**config.mk**
```make
export PLATFORM = sky130hd
export DESIGN_NAME = msip_seq_ctrl
export DESIGN_NICKNAME = d
export VERILOG_FILES = /design/src/rtl/msip_seq_ctrl.sv
export SDC_FILE = /design/constraint.sdc
export NUM_CORES = 1
export LEC_CHECK = 0
export BUFFER_PORTS_ARGS = -buffer_cell sky130_fd_sc_hd__buf_2
export CAP_MARGIN = 20
export CORE_MARGIN = 8
export CORE_UTILIZATION = 45
export DETAILED_ROUTE_END_ITERATION = 8
export PLACE_DENSITY = 0.69
export REMOVE_ABC_BUFFERS = 1
export SETUP_SLACK_MARGIN = 0.1
export SLEW_MARGIN = 15
export SYNTH_ARGS = -nofsm -noshare
export SYNTH_HDL_FRONTEND = slang
export SYNTH_SLANG_ARGS = --single-unit
```
**constraint.sdc**
```tcl
create_clock -name clk -period 4.5 [get_ports clk]
set_input_delay 0.9 -clock clk [delete_from_list [all_inputs] [get_ports clk]]
set_output_delay 0.9 -clock clk [all_outputs]
set_load 0.1 [all_outputs]
```
**src/rtl/msip_seq_ctrl.sv**
```systemverilog
// msip_seq_ctrl
//   Single-clock sequencer for the multispeed inner-product generator.
//   It drives two LFSRs through clock enables: the fast one (lf2) steps on
//   every enabled cycle and the slow one (lf1) on every DIV-th. After seeding
//   it discards WARMUP enabled cycles, then packs the serial gout bit into
//   32-bit words and hands them out over valid/ready. If a word is pending
//   when the next one completes, the generator is frozen, so the word stream
//   never depends on consumer timing.
//
// Ports
//   clk, rst               system clock, synchronous active-high reset
//   start, abort           begin a run (IDLE only) / cancel a run
//   num_words, seed1/2     run parameters, latched on start
//   gout                   generator output bit from the datapath
//   ld, lf1_seed, lf2_seed seed-load pulse and latched seeds (0 -> 1)
//   lf1_en, lf2_en         slow/fast LFSR step enables
//   word_o, word_valid,
//   word_ready             output word handshake
//   busy, done             not-IDLE flag / one-cycle completion pulse
module msip_seq_ctrl #(
    parameter int DIV    = 10,
    parameter int WARMUP = 64,
    parameter int CNT_W  = 16
) (
    input  logic             clk,
    input  logic             rst,
    input  logic             start,
    input  logic             abort,
    input  logic [CNT_W-1:0] num_words,
    input  logic [31:0]      seed1,
    input  logic [31:0]      seed2,
    input  logic             gout,
    output logic             ld,
    output logic [31:0]      lf1_seed,
    output logic [31:0]      lf2_seed,
    output logic             lf1_en,
    output logic             lf2_en,
    output logic [31:0]      word_o,
    output logic             word_valid,
    input  logic             word_ready,
    output logic             busy,
    output logic             done
);

    localparam int DIV_W  = $clog2(DIV);
    localparam int WARM_W = $clog2(WARMUP + 1);

    typedef enum logic [2:0] {
        S_IDLE,
        S_LOAD,
        S_WARM,
        S_RUN,
        S_DRAIN,
        S_DONE
    } state_t;

    state_t             r_state;
    state_t             w_next;
    logic [DIV_W-1:0]   r_div_cnt;
    logic [WARM_W-1:0]  r_warm_cnt;
    logic [4:0]         r_bit_cnt;
    logic [CNT_W-1:0]   r_word_cnt;
    logic [CNT_W-1:0]   r_num_words;
    logic [30:0]        r_sr;

    logic               w_stall;
    logic               w_step;
    logic               w_div_wrap;
    logic               w_word_done;
    logic               w_last;
    logic               w_accept;
    logic               w_abort;
    logic [CNT_W-1:0]   w_word_cnt_nxt;

    // The only stall point is completing a word while the previous one is
    // still unaccepted; everything upstream simply freezes.
    assign w_stall        = (r_state == S_RUN) && (r_bit_cnt == 5'd31) &&
                            word_valid && !word_ready;
    assign w_abort        = abort && (r_state != S_IDLE);
    assign w_step         = ((r_state == S_WARM) || (r_state == S_RUN)) &&
                            !w_stall && !w_abort;
    assign w_div_wrap     = (r_div_cnt == DIV_W'(DIV - 1));
    assign w_word_done    = (r_state == S_RUN) && w_step && (r_bit_cnt == 5'd31);
    assign w_word_cnt_nxt = r_word_cnt + 1'b1;
    assign w_last         = w_word_done && (w_word_cnt_nxt == r_num_words);
    assign w_accept       = word_valid && word_ready;

    assign lf2_en = w_step;
    assign lf1_en = w_step && w_div_wrap;
    assign ld     = (r_state == S_LOAD);
    assign busy   = (r_state != S_IDLE);
    assign done   = (r_state == S_DONE);

    always_comb begin
        w_next = r_state;
        case (r_state)
            S_IDLE:  if (start) w_next = (num_words == '0) ? S_DONE : S_LOAD;
            S_LOAD:  w_next = S_WARM;
            S_WARM:  if (w_step && (r_warm_cnt == WARM_W'(WARMUP - 1))) w_next = S_RUN;
            S_RUN:   if (w_last) w_next = S_DRAIN;
            S_DRAIN: if (w_accept) w_next = S_DONE;
            S_DONE:  w_next = S_IDLE;
            default: w_next = S_IDLE;
        endcase
        if (w_abort) w_next = S_IDLE;
    end

    always_ff @(posedge clk) begin
        if (rst) begin
            r_state     <= S_IDLE;
            r_div_cnt   <= '0;
            r_warm_cnt  <= '0;
            r_bit_cnt   <= '0;
            r_word_cnt  <= '0;
            r_num_words <= '0;
            r_sr        <= '0;
            lf1_seed    <= '0;
            lf2_seed    <= '0;
            word_o      <= '0;
            word_valid  <= 1'b0;
        end else begin
            r_state <= w_next;

            if ((r_state == S_IDLE) && start) begin
                r_num_words <= num_words;
                // An all-zero LFSR state would lock up, so substitute 1.
                lf1_seed    <= (seed1 == 32'd0) ? 32'd1 : seed1;
                lf2_seed    <= (seed2 == 32'd0) ? 32'd1 : seed2;
            end

            if (r_state == S_LOAD) begin
                r_div_cnt  <= '0;
                r_warm_cnt <= '0;
                r_bit_cnt  <= '0;
                r_word_cnt <= '0;
            end

            if (w_step) begin
                r_div_cnt <= w_div_wrap ? '0 : r_div_cnt + 1'b1;
                if (r_state == S_WARM) r_warm_cnt <= r_warm_cnt + 1'b1;
                if (r_state == S_RUN) begin
                    r_sr      <= {r_sr[29:0], gout};
                    r_bit_cnt <= r_bit_cnt + 5'd1;
                    if (r_bit_cnt == 5'd31) begin
                        // First sampled bit has shifted up to bit 31.
                        word_o     <= {r_sr, gout};
                        r_word_cnt <= w_word_cnt_nxt;
                    end
                end
            end

            // A new word landing on the acceptance cycle keeps valid high.
            if (w_abort)          word_valid <= 1'b0;
            else if (w_word_done) word_valid <= 1'b1;
            else if (w_accept)    word_valid <= 1'b0;
        end
    end

endmodule

```
==> results of run 1 <==
tightest hold or removal path, cell delays in order, from the launching register on:
cell,delay [ps]
sky130_fd_sc_hd__dfxtp_1,310
sky130_fd_sc_hd__nand2_1,50
sky130_fd_sc_hd__a21oi_1,50
cell families (layout without fill, tap and decap cells):
kind of cell | count (synthesis) | count (layout) | synth area share, %
and+or+nand+nor | 450 | 450 | 27.3
AOI/OAI and AO/OA | 224 | 224 | 16.4
DFF | 179 | 179 | 48.4
buffers and inverters | 75 | 236 | 4.28
xor gates and xnor gates | 21 | 21 | 2.48
adders and majority gates | 6 | 6 | 1.01
muxes | 1 | 1 | 0.152
sequential cells by signal, indices dropped and copies added, names as in the netlist:
| signal | count |
|---|---|
| lf1_seed | 32 |
| lf2_seed | 32 |
| word_o | 32 |
| r_sr | 31 |
| r_num_words | 16 |
| r_word_cnt | 16 |
| r_warm_cnt | 7 |
| r_bit_cnt | 5 |
| r_div_cnt | 4 |
| r_state | 3 |
| word_valid | 1 |
Yosys cell counts (all sizes together), types with 8 or more instances:
master	n
xor2	8
buf	20
nand3	19
nor4	23
a21oi	174
dfxtp	179
o21ai	23
clkbuf	49
nor2	32
nand2	303
nand4	13
nand3b	8
nor3	10
or3	11
xnor2	13
through the flow:
stage / cells / area (µm²) / util, %
2_1_floorplan: 887 / 7110 / -
3_3_place_gp: 1305 / 8420 / 51.5
3_5_place_dp: 1305 / 8420 / 51.5
4_1_cts: 1337 / 9000 / 55.0
5_1_grt: 1337 / 9000 / 55.0
6_report: 1337 / 9000 / 55.0
worst min path at each step:
stage                            start            to  slack [ps]  depth (start not counted)
after floorplan               r_sr[30]    word_o[31]         430                          2
after global placement    lf2_seed[12]  lf2_seed[12]         440                          2
after detailed placement   lf1_seed[2]   lf1_seed[2]         440                          2
after CTS                  lf1_seed[2]   lf1_seed[2]         450                          2
after global routing      lf2_seed[19]  lf2_seed[19]         470                          2
final                     lf1_seed[23]  lf1_seed[23]         450                          2
metal layers:
metal / vias to the layer above / part of all wire [%] / GRT usage, %
met2: 212 / 46 / 31.1
met5: - / 0 / 0
li1: 3548 / - / -
met1: 3252 / 42 / 22.8
met3: 19 / 10 / 8.88
met4: 0 / 1.4 / 6.35
power groups by stage:
stage	Combinational [W]	Clock [W]	Sequential, W
5_1_grt	0.00195	0.00155	0.00189
6_report	0.00183	0.00146	0.00187
3_5_place_dp	0.00184	0	0.00190
4_1_cts	0.00184	0.00148	0.00187
3_3_place_gp	0.00184	0	0.00189
2_1_floorplan	0.000592	0	0.00274
cell type report:
type	instances	area share, %
Sequential cell	179	39.8
Clock inverter	7	1.08
Clock buffer	25	5.29
Inverter	6	0.250
Tap cell	220	3.06
Multi-Input combinational cell	702	39.0
Timing Repair Buffer	198	11.5
==> PnR_summary.wiki, run 1 <==
{| class="wikitable"
! Metric !! Value
|-
| Maximum VDD drop || 0.339 mV
|-
| Required time of the critical path || 3600 ps
|-
| Synthesized area per cell || 7.75 µm²
|-
| Remaining design rule violation count || 0
|-
| Synth top area share || 48.4%
|-
| Starting density of the core || 45.3%
|-
| Mapped cell area || 7400 µm²
|-
| WP buf/inv || 2
|-
| Crit-path max FO || 12
|-
| CTS Sinks || 179
|-
| CTS buffer count || 17
|-
| Antenna Nets Post-Route || 0
|-
| Total of fill cells in the finished design || 1,616
|-
| Slew Viols, Final || 0
|-
| Area occupied by multi-input gates || 3510 µm²
|-
| R2r endpoint || r_word_cnt[15]
|-
| Unrepaired setup endpoints after global routing || no
|-
| DIE HEIGHT || 144 µm
|-
| Power per cell area || 573 nW/µm²
|-
| Data arrival time at the worst-slack endpoint || 2340 ps
|-
| Clock tree from TritonCTS || yes
|-
| Placer's final routability congestion estimate || 0.815
|-
| Number of warnings issued by yosys || 0
|-
| Grt ovf || 0
|-
| Setup crit start || r_bit_cnt[0]
|-
| Horizontal extent of the die || 144 µm
|-
| Synthesis-to-layout area growth || 21.5%
|-
| Vias per inst || 5.26
|-
| Final worst path period share || 72.0%
|-
| Clock period minus final worst setup slack || 3240 ps
|-
| Cells on worst reg2reg path || 8
|-
| Fmax || 309 MHz
|-
| Minimum setup slack among reg-to-reg paths || 1790 ps
|-
| Library cells used by synthesis || 53
|-
| Pre-Repair DR Iteration Count || 5
|-
| Commonest non-fill, non-tap cell in the layout || sky130_fd_sc_hd__nand2_1
|-
| Net Sw Power || 0.00221 W
|-
| EDFF count, synth || 0
|-
| Cells along the critical path || ha_1, and3_1, ha_1, nand3b_1, o21ai_0, buf_4, nor2b_1, buf_2
|-
| Clock tree root buffer cell || sky130_fd_sc_hd__clkbuf_16
|-
| Clock insertion delay at the later pin of the skew report || 420 ps
|-
| Kind of path behind the tightest hold check || flip-flop to flip-flop
|-
| Antenna violations before repair || 0
|-
| Switching part of the total || 43.0%
|-
| Top area cells in the synthesized netlist || sky130_fd_sc_hd__dfxtp_1 (48%), sky130_fd_sc_hd__nand2_1 (15%), sky130_fd_sc_hd__a21oi_1 (12%)
|-
| Worst hold slack across all endpoints || 451 ps
|-
| Total number of vias || 7,031
|-
| Clock network power share || 28.2%
|-
| Largest delay share family, worst path || buffers and inverters
|-
| Overall Global Routing Usage || 19.5%
|-
| FF-to-FF Start || r_bit_cnt[0]
|-
| Power after layout || 0.00515 W
|-
| Iter 0 DRT Violations || 502
|-
| Final net count || 1,196
|-
| Result of the run || finished clean
|-
| Timing endpoint of the critical path || lf1_en
|-
| CTS clk-pin slew, worst paths || 60 ps
|-
| Share of final-layout standard cells stronger than drive strength 1 || 21.3%
|-
| Worst slew margin relative to its limit || 31.3%
|-
| Portion of total power attributed to combinational logic || 35.5%
|-
| Internal Dissipation || 0.00294 W
|-
| Area of the core || 16,300 µm²
|-
| Number of I/O pins || 188
|-
| Slew at the pin closest to its max-slew limit || 1030 ps
|-
| Synth async-reset ratio || 0%
|-
| First-pass GRT wire length || 32.5 mm
|-
| Vias in the first global route || 6,680
|-
| Maximum buffer depth of the clock tree || 2
|-
| Reported leakage power || 3.59 nW
|-
| Startpoint types || flip-flop
|-
| Buffers added on ports || 187
|-
| Final number of setup-violating endpoints || 0
|-
| Cell type with the largest total area after synthesis || sky130_fd_sc_hd__dfxtp_1
|-
| Diodes inserted || 0
|-
| Number of core rows || 47
|-
| Total detailed-routing wirelength || 20.3 mm
|-
| Accumulated negative setup slack || 0 ps
|-
| Number of cells upsized or downsized after cts || 0
|-
| Number of buffers added to fix hold violations after cts || 0
|-
| Number of violations of the max-capacitance limit || 0
|-
| CP endpoint kind || output pin
|-
| Worst setup slack after layout || 1260 ps
|-
| Die footprint || 20,800 µm²
|-
| Cells after Synth || 956
|-
| Sequential cell area in the final layout || 3580 µm²
|-
| Largest net degree at the start of global routing || 104
|-
| Primary FF master, synth || sky130_fd_sc_hd__dfxtp_1
|-
| Kind of critical path || flip-flop to output pin
|-
| Detail Placement HPWL || 14.0 mm
|-
| Count of final hold-check violations || 0
|-
| Routed wire length per instance || 15.2 µm
|-
| Logic depth of the worst setup path including buffers || 8
|-
| Count of buffers added by post-CTS timing repair for setup || 0
|-
| Dpl ws || 1410 ps
|-
| Maximum level of the CTS H-tree || 4
|-
| Clock Skew || 10.3 ps
|-
| Cell with the largest stage delay on the worst path || sky130_fd_sc_hd__buf_2
|-
| Critical path's largest stage delay || 430 ps
|-
| Number of register bits inferred by synthesis || 179
|-
| Register area share after synthesis || 48.4%
|-
| Most frequent cell on the critical path || sky130_fd_sc_hd__ha_1
|-
| Top library cells by usage in the layout, fill and taps aside || sky130_fd_sc_hd__nand2_1 (301), sky130_fd_sc_hd__buf_2 (186), sky130_fd_sc_hd__dfxtp_1 (179)
|-
| Power share of the sequential group || 36.3%
|}
Power figures use the tool's default switching activity.
==> run 2: changes to the inputs <==
ABC_AREA = 1   (was default)
PLACE_DENSITY = 0.72   (was 0.69)
clock period = 2.9 ns   (was 4.5 ns; I/O delays follow)
==> run 2 against run 1 <==
Effect of this change: flip-flop and latch count is the same; critical path depth stayed put; sequential power grew 65%; clock power is 60% higher; synthesized area up 0.63%; die area grew 0.56%; critical path type unchanged; critical endpoint is now lf2_en; highest routed layer is now met5.
==> PnR_summary.wiki, run 2 <==
{| class="wikitable"
! Metric !! Value
|-
| Cell type with the largest total area after synthesis || sky130_fd_sc_hd__dfxtp_1
|-
| Number of register bits inferred by synthesis || 179 (unchanged)
|-
| Number of buffers added to fix hold violations after cts || 0 (unchanged)
|-
| CTS clk-pin slew, worst paths || 80 ps (+20 ps)
|-
| Cells along the critical path || ha_1, nand2_1, nor2_1, ha_1, nand3_1, o21ai_2, inv_2, buf_4
|-
| Number of warnings issued by yosys || 0 (unchanged)
|-
| Diodes inserted || 0 (unchanged)
|-
| Utilization after layout || 55.9% (+0.83 points)
|-
| Placer's final routability congestion estimate || 0.867 (+6.4%)
|-
| Top area cells in the synthesized netlist || sky130_fd_sc_hd__dfxtp_1 (48%), sky130_fd_sc_hd__o21ai_0 (10%), sky130_fd_sc_hd__a21oi_1 (9.1%)
|-
| Overall Global Routing Usage || 19.7% (+0.20 points)
|-
| R2r endpoint || word_o[17]
|-
| Critical path's largest stage delay || 370 ps (-60 ps)
|-
| Maximum level of the CTS H-tree || 4 (unchanged)
|-
| First-pass GRT wire length || 32.9 mm (+1.3%)
|-
| Synthesis-to-layout area growth || 23.0%
|-
| Synth async-reset ratio || 0% (unchanged)
|-
| Routed wire length per instance || 14.3 µm (-5.7%)
|-
| Maximum VDD drop || 0.777 mV (+130%)
|-
| Total number of vias || 7,140 (+1.6%)
|-
| Kind of path behind the tightest hold check || input port to flip-flop
|-
| Count of buffers added by post-CTS timing repair for setup || 0 (unchanged)
|-
| Worst slew margin relative to its limit || 52.8% (+22 points)
|-
| Total detailed-routing wirelength || 20.2 mm (-0.50%)
|-
| Data arrival time at the worst-slack endpoint || 2040 ps (-300 ps)
|-
| Remaining design rule violation count || 0 (unchanged)
|-
| Primary FF master, synth || sky130_fd_sc_hd__dfxtp_1
|-
| Number of I/O pins || 188 (unchanged)
|-
| Clock insertion delay at the later pin of the skew report || 430 ps (about the same)
|-
| EDFF count, synth || 0 (unchanged)
|-
| Most frequently used cell type in the post-synthesis netlist || sky130_fd_sc_hd__dfxtp_1
|-
| CTS Sinks || 179 (unchanged)
|-
| Final net count || 1,270 (+6.2%)
|-
| Maximum buffer depth of the clock tree || 2 (unchanged)
|-
| Horizontal extent of the die || 145 µm (+0.28%)
|-
| Buffers added on ports || 187 (unchanged)
|-
| Clock tree root buffer cell || sky130_fd_sc_hd__clkbuf_16
|-
| Antenna violations before repair || 2 (+2)
|-
| CTS buffer count || 17 (unchanged)
|-
| Count of cells along the worst hold path || 3 (+1)
|-
| Met3 WL post-DR || 1.57 mm (-25%)
|-
| Routed metal-1 wirelength || 8.66 mm (+0.70%)
|-
| Iter 0 DRT Violations || 516 (+2.8%)
|-
| Number of cells upsized or downsized after cts || 0 (unchanged)
|-
| Top routing layer used || met5
|-
| WP buf/inv || 2 (unchanged)
|-
| Vias in the first global route || 6,970 (+4.3%)
|-
| Crit-path max FO || 6 (-6)
|-
| Synth top area share || 48.1% (-0.30 points)
|-
| Slew at the pin closest to its max-slew limit || 702 ps (-325 ps)
|-
| Grt ovf || 0 (unchanged)
|-
| Startpoint types || flip-flop
|-
| Clock period minus final worst setup slack || 2620 ps
|-
| Cells after Synth || 1,013 (+6.0%)
|-
| Largest net degree at the start of global routing || 91 (-13%)
|-
| Most frequent cell on the critical path || sky130_fd_sc_hd__ha_1
|-
| Library cells used by synthesis || 32 (-40%)
|-
| Dpl ws || 651 ps (-762 ps)
|-
| Power per cell area || 1030 nW/µm² (+80%)
|-
| Biggest registers after layout || lf1_seed (32), lf2_seed (32), word_o (32)
|-
| Fmax || 382 MHz
|-
| Antenna Nets Post-Route || 0 (unchanged)
|-
| CP endpoint kind || output pin
|-
| Largest delay share family, worst path || flip-flops
|-
| Kind of critical path || flip-flop to output pin
|-
| Dpl cells || 1,379 (+5.7%)
|-
| Final worst path period share || 90.4%
|-
| Share of final-layout standard cells stronger than drive strength 1 || 21.5% (+0.19 points)
|-
| Accumulated negative setup slack || 0 ps (unchanged)
|-
| Cell with the largest stage delay on the worst path || sky130_fd_sc_hd__dfxtp_1
|-
| Clock tree from TritonCTS || yes
|-
| Clock Skew || 9.38 ps (-0.883 ps)
|-
| Fin cells || 1,411 (+5.5%)
|-
| Vias per inst || 5.06 (-3.8%)
|-
| Hold Path End || lf2_seed[9]
|-
| Worst setup slack after layout || 279 ps (-982 ps)
|-
| Commonest non-fill, non-tap cell in the layout || sky130_fd_sc_hd__buf_2
|-
| Area of the core || 16,400 µm² (+0.36%)
|-
| Synthesized area per cell || 7.36 µm² (-5.0%)
|-
| Register area share after synthesis || 48.1% (-0.30 points)
|-
| Unrepaired setup endpoints after global routing || yes
|-
| Mapped cell area || 7450 µm² (+0.63%)
|-
| Required time of the critical path || 2320 ps (-1280 ps)
|-
| DIE HEIGHT || 145 µm (+0.28%)
|-
| Minimum setup slack among reg-to-reg paths || 770 ps (-1020 ps)
|-
| Top library cells by usage in the layout, fill and taps aside || sky130_fd_sc_hd__buf_2 (185), sky130_fd_sc_hd__dfxtp_1 (179), sky130_fd_sc_hd__o21ai_0 (153)
|-
| FF-to-FF Start || r_bit_cnt[0]
|-
| Number of violations of the max-capacitance limit || 0 (unchanged)
|-
| Count of final hold-check violations || 0 (unchanged)
|-
| Die footprint || 20,900 µm² (+0.56%)
|-
| Cells on worst reg2reg path || 10 (+2)
|-
| Pre-Repair DR Iteration Count || 5 (unchanged)
|-
| Slew Viols, Final || 0 (unchanged)
|-
| Hold Crit Start || seed2[9]
|-
| Reported leakage power || 4.07 nW (+13%)
|-
| Routed wire length on met2 || 9.41 mm (+1.4%)
|-
| Starting density of the core || 45.4% (+0.12 points)
|-
| Final number of setup-violating endpoints || 0 (unchanged)
|-
| Result of the run || finished clean
|-
| Commonest cells in the netlist || sky130_fd_sc_hd__dfxtp_1 (179), sky130_fd_sc_hd__o21ai_0 (153), sky130_fd_sc_hd__a21oi_1 (135), sky130_fd_sc_hd__nand2_1 (132), sky130_fd_sc_hd__nor2_1 (123)
|-
| Number of core rows || 47 (unchanged)
|-
| Detail Placement HPWL || 14.4 mm (+2.2%)
|}
## run 2: report_power, final
part | switching [W] | internal, W
Clock | 0.00110 | 0.00124
Combinational | 0.00340 | 0.000649
Sequential | 0.000223 | 0.00286
Total | 0.00472 | 0.00475
## run 2: layer usage
metal,track usage [%],vias to the layer above
met1,23.0,3232
met2,32.4,192
met3,6.66,38
li1,-,3674
met4,8.16,4
met5,0,-
## run 2: cells by family after synthesis
family,share of synthesized area (%)
fa+ha+maj,1.01
xor+xnor,0.235
buf+inv,8.92
simple gates,21.4
flops,48.1
compound gates,20.4
## run 2: worst reg2reg max path, stage by stage (launching register included)
cell,delay [ps]
sky130_fd_sc_hd__dfxtp_1,340
sky130_fd_sc_hd__ha_1,210
sky130_fd_sc_hd__nand2_1,80
sky130_fd_sc_hd__nor2_1,40
sky130_fd_sc_hd__ha_1,180
sky130_fd_sc_hd__nand3_1,160
sky130_fd_sc_hd__nand3_4,100
sky130_fd_sc_hd__nor2_4,120
sky130_fd_sc_hd__buf_4,480
sky130_fd_sc_hd__o21ai_0,180
sky130_fd_sc_hd__a21oi_1,160
## run 2: metrics by stage
stage	hold slack (ps)	power [W]	cell area [µm²]
2_1_floorplan	432	0.00635	7230
3_3_place_gp	447	0.00715	8550
3_5_place_dp	447	0.00718	8550
4_1_cts	375	0.00954	9160
5_1_grt	400	0.00991	9170
6_report	392	0.00947	9170
## run 2: worst max path at each step
stage,startpoint,to,cells past startpoint
3_5_place_dp,r_bit_cnt[0],lf2_en,8
2_1_floorplan,r_state[1],lf1_seed[0],8
5_1_grt,r_bit_cnt[0],lf2_en,8
6_report,r_bit_cnt[0],lf2_en,8
4_1_cts,r_bit_cnt[0],lf2_en,8
3_3_place_gp,r_bit_cnt[0],lf2_en,8
## run 2: area by class of cell
type	instances	area (µm²)
clock buffers	17	425
multi-input cells	664	3210
repair buffers	199	1040
inverters	117	440
well taps	220	275
flip-flops and latches	179	3580
fillers	1555	7240
clock inverters	15	189
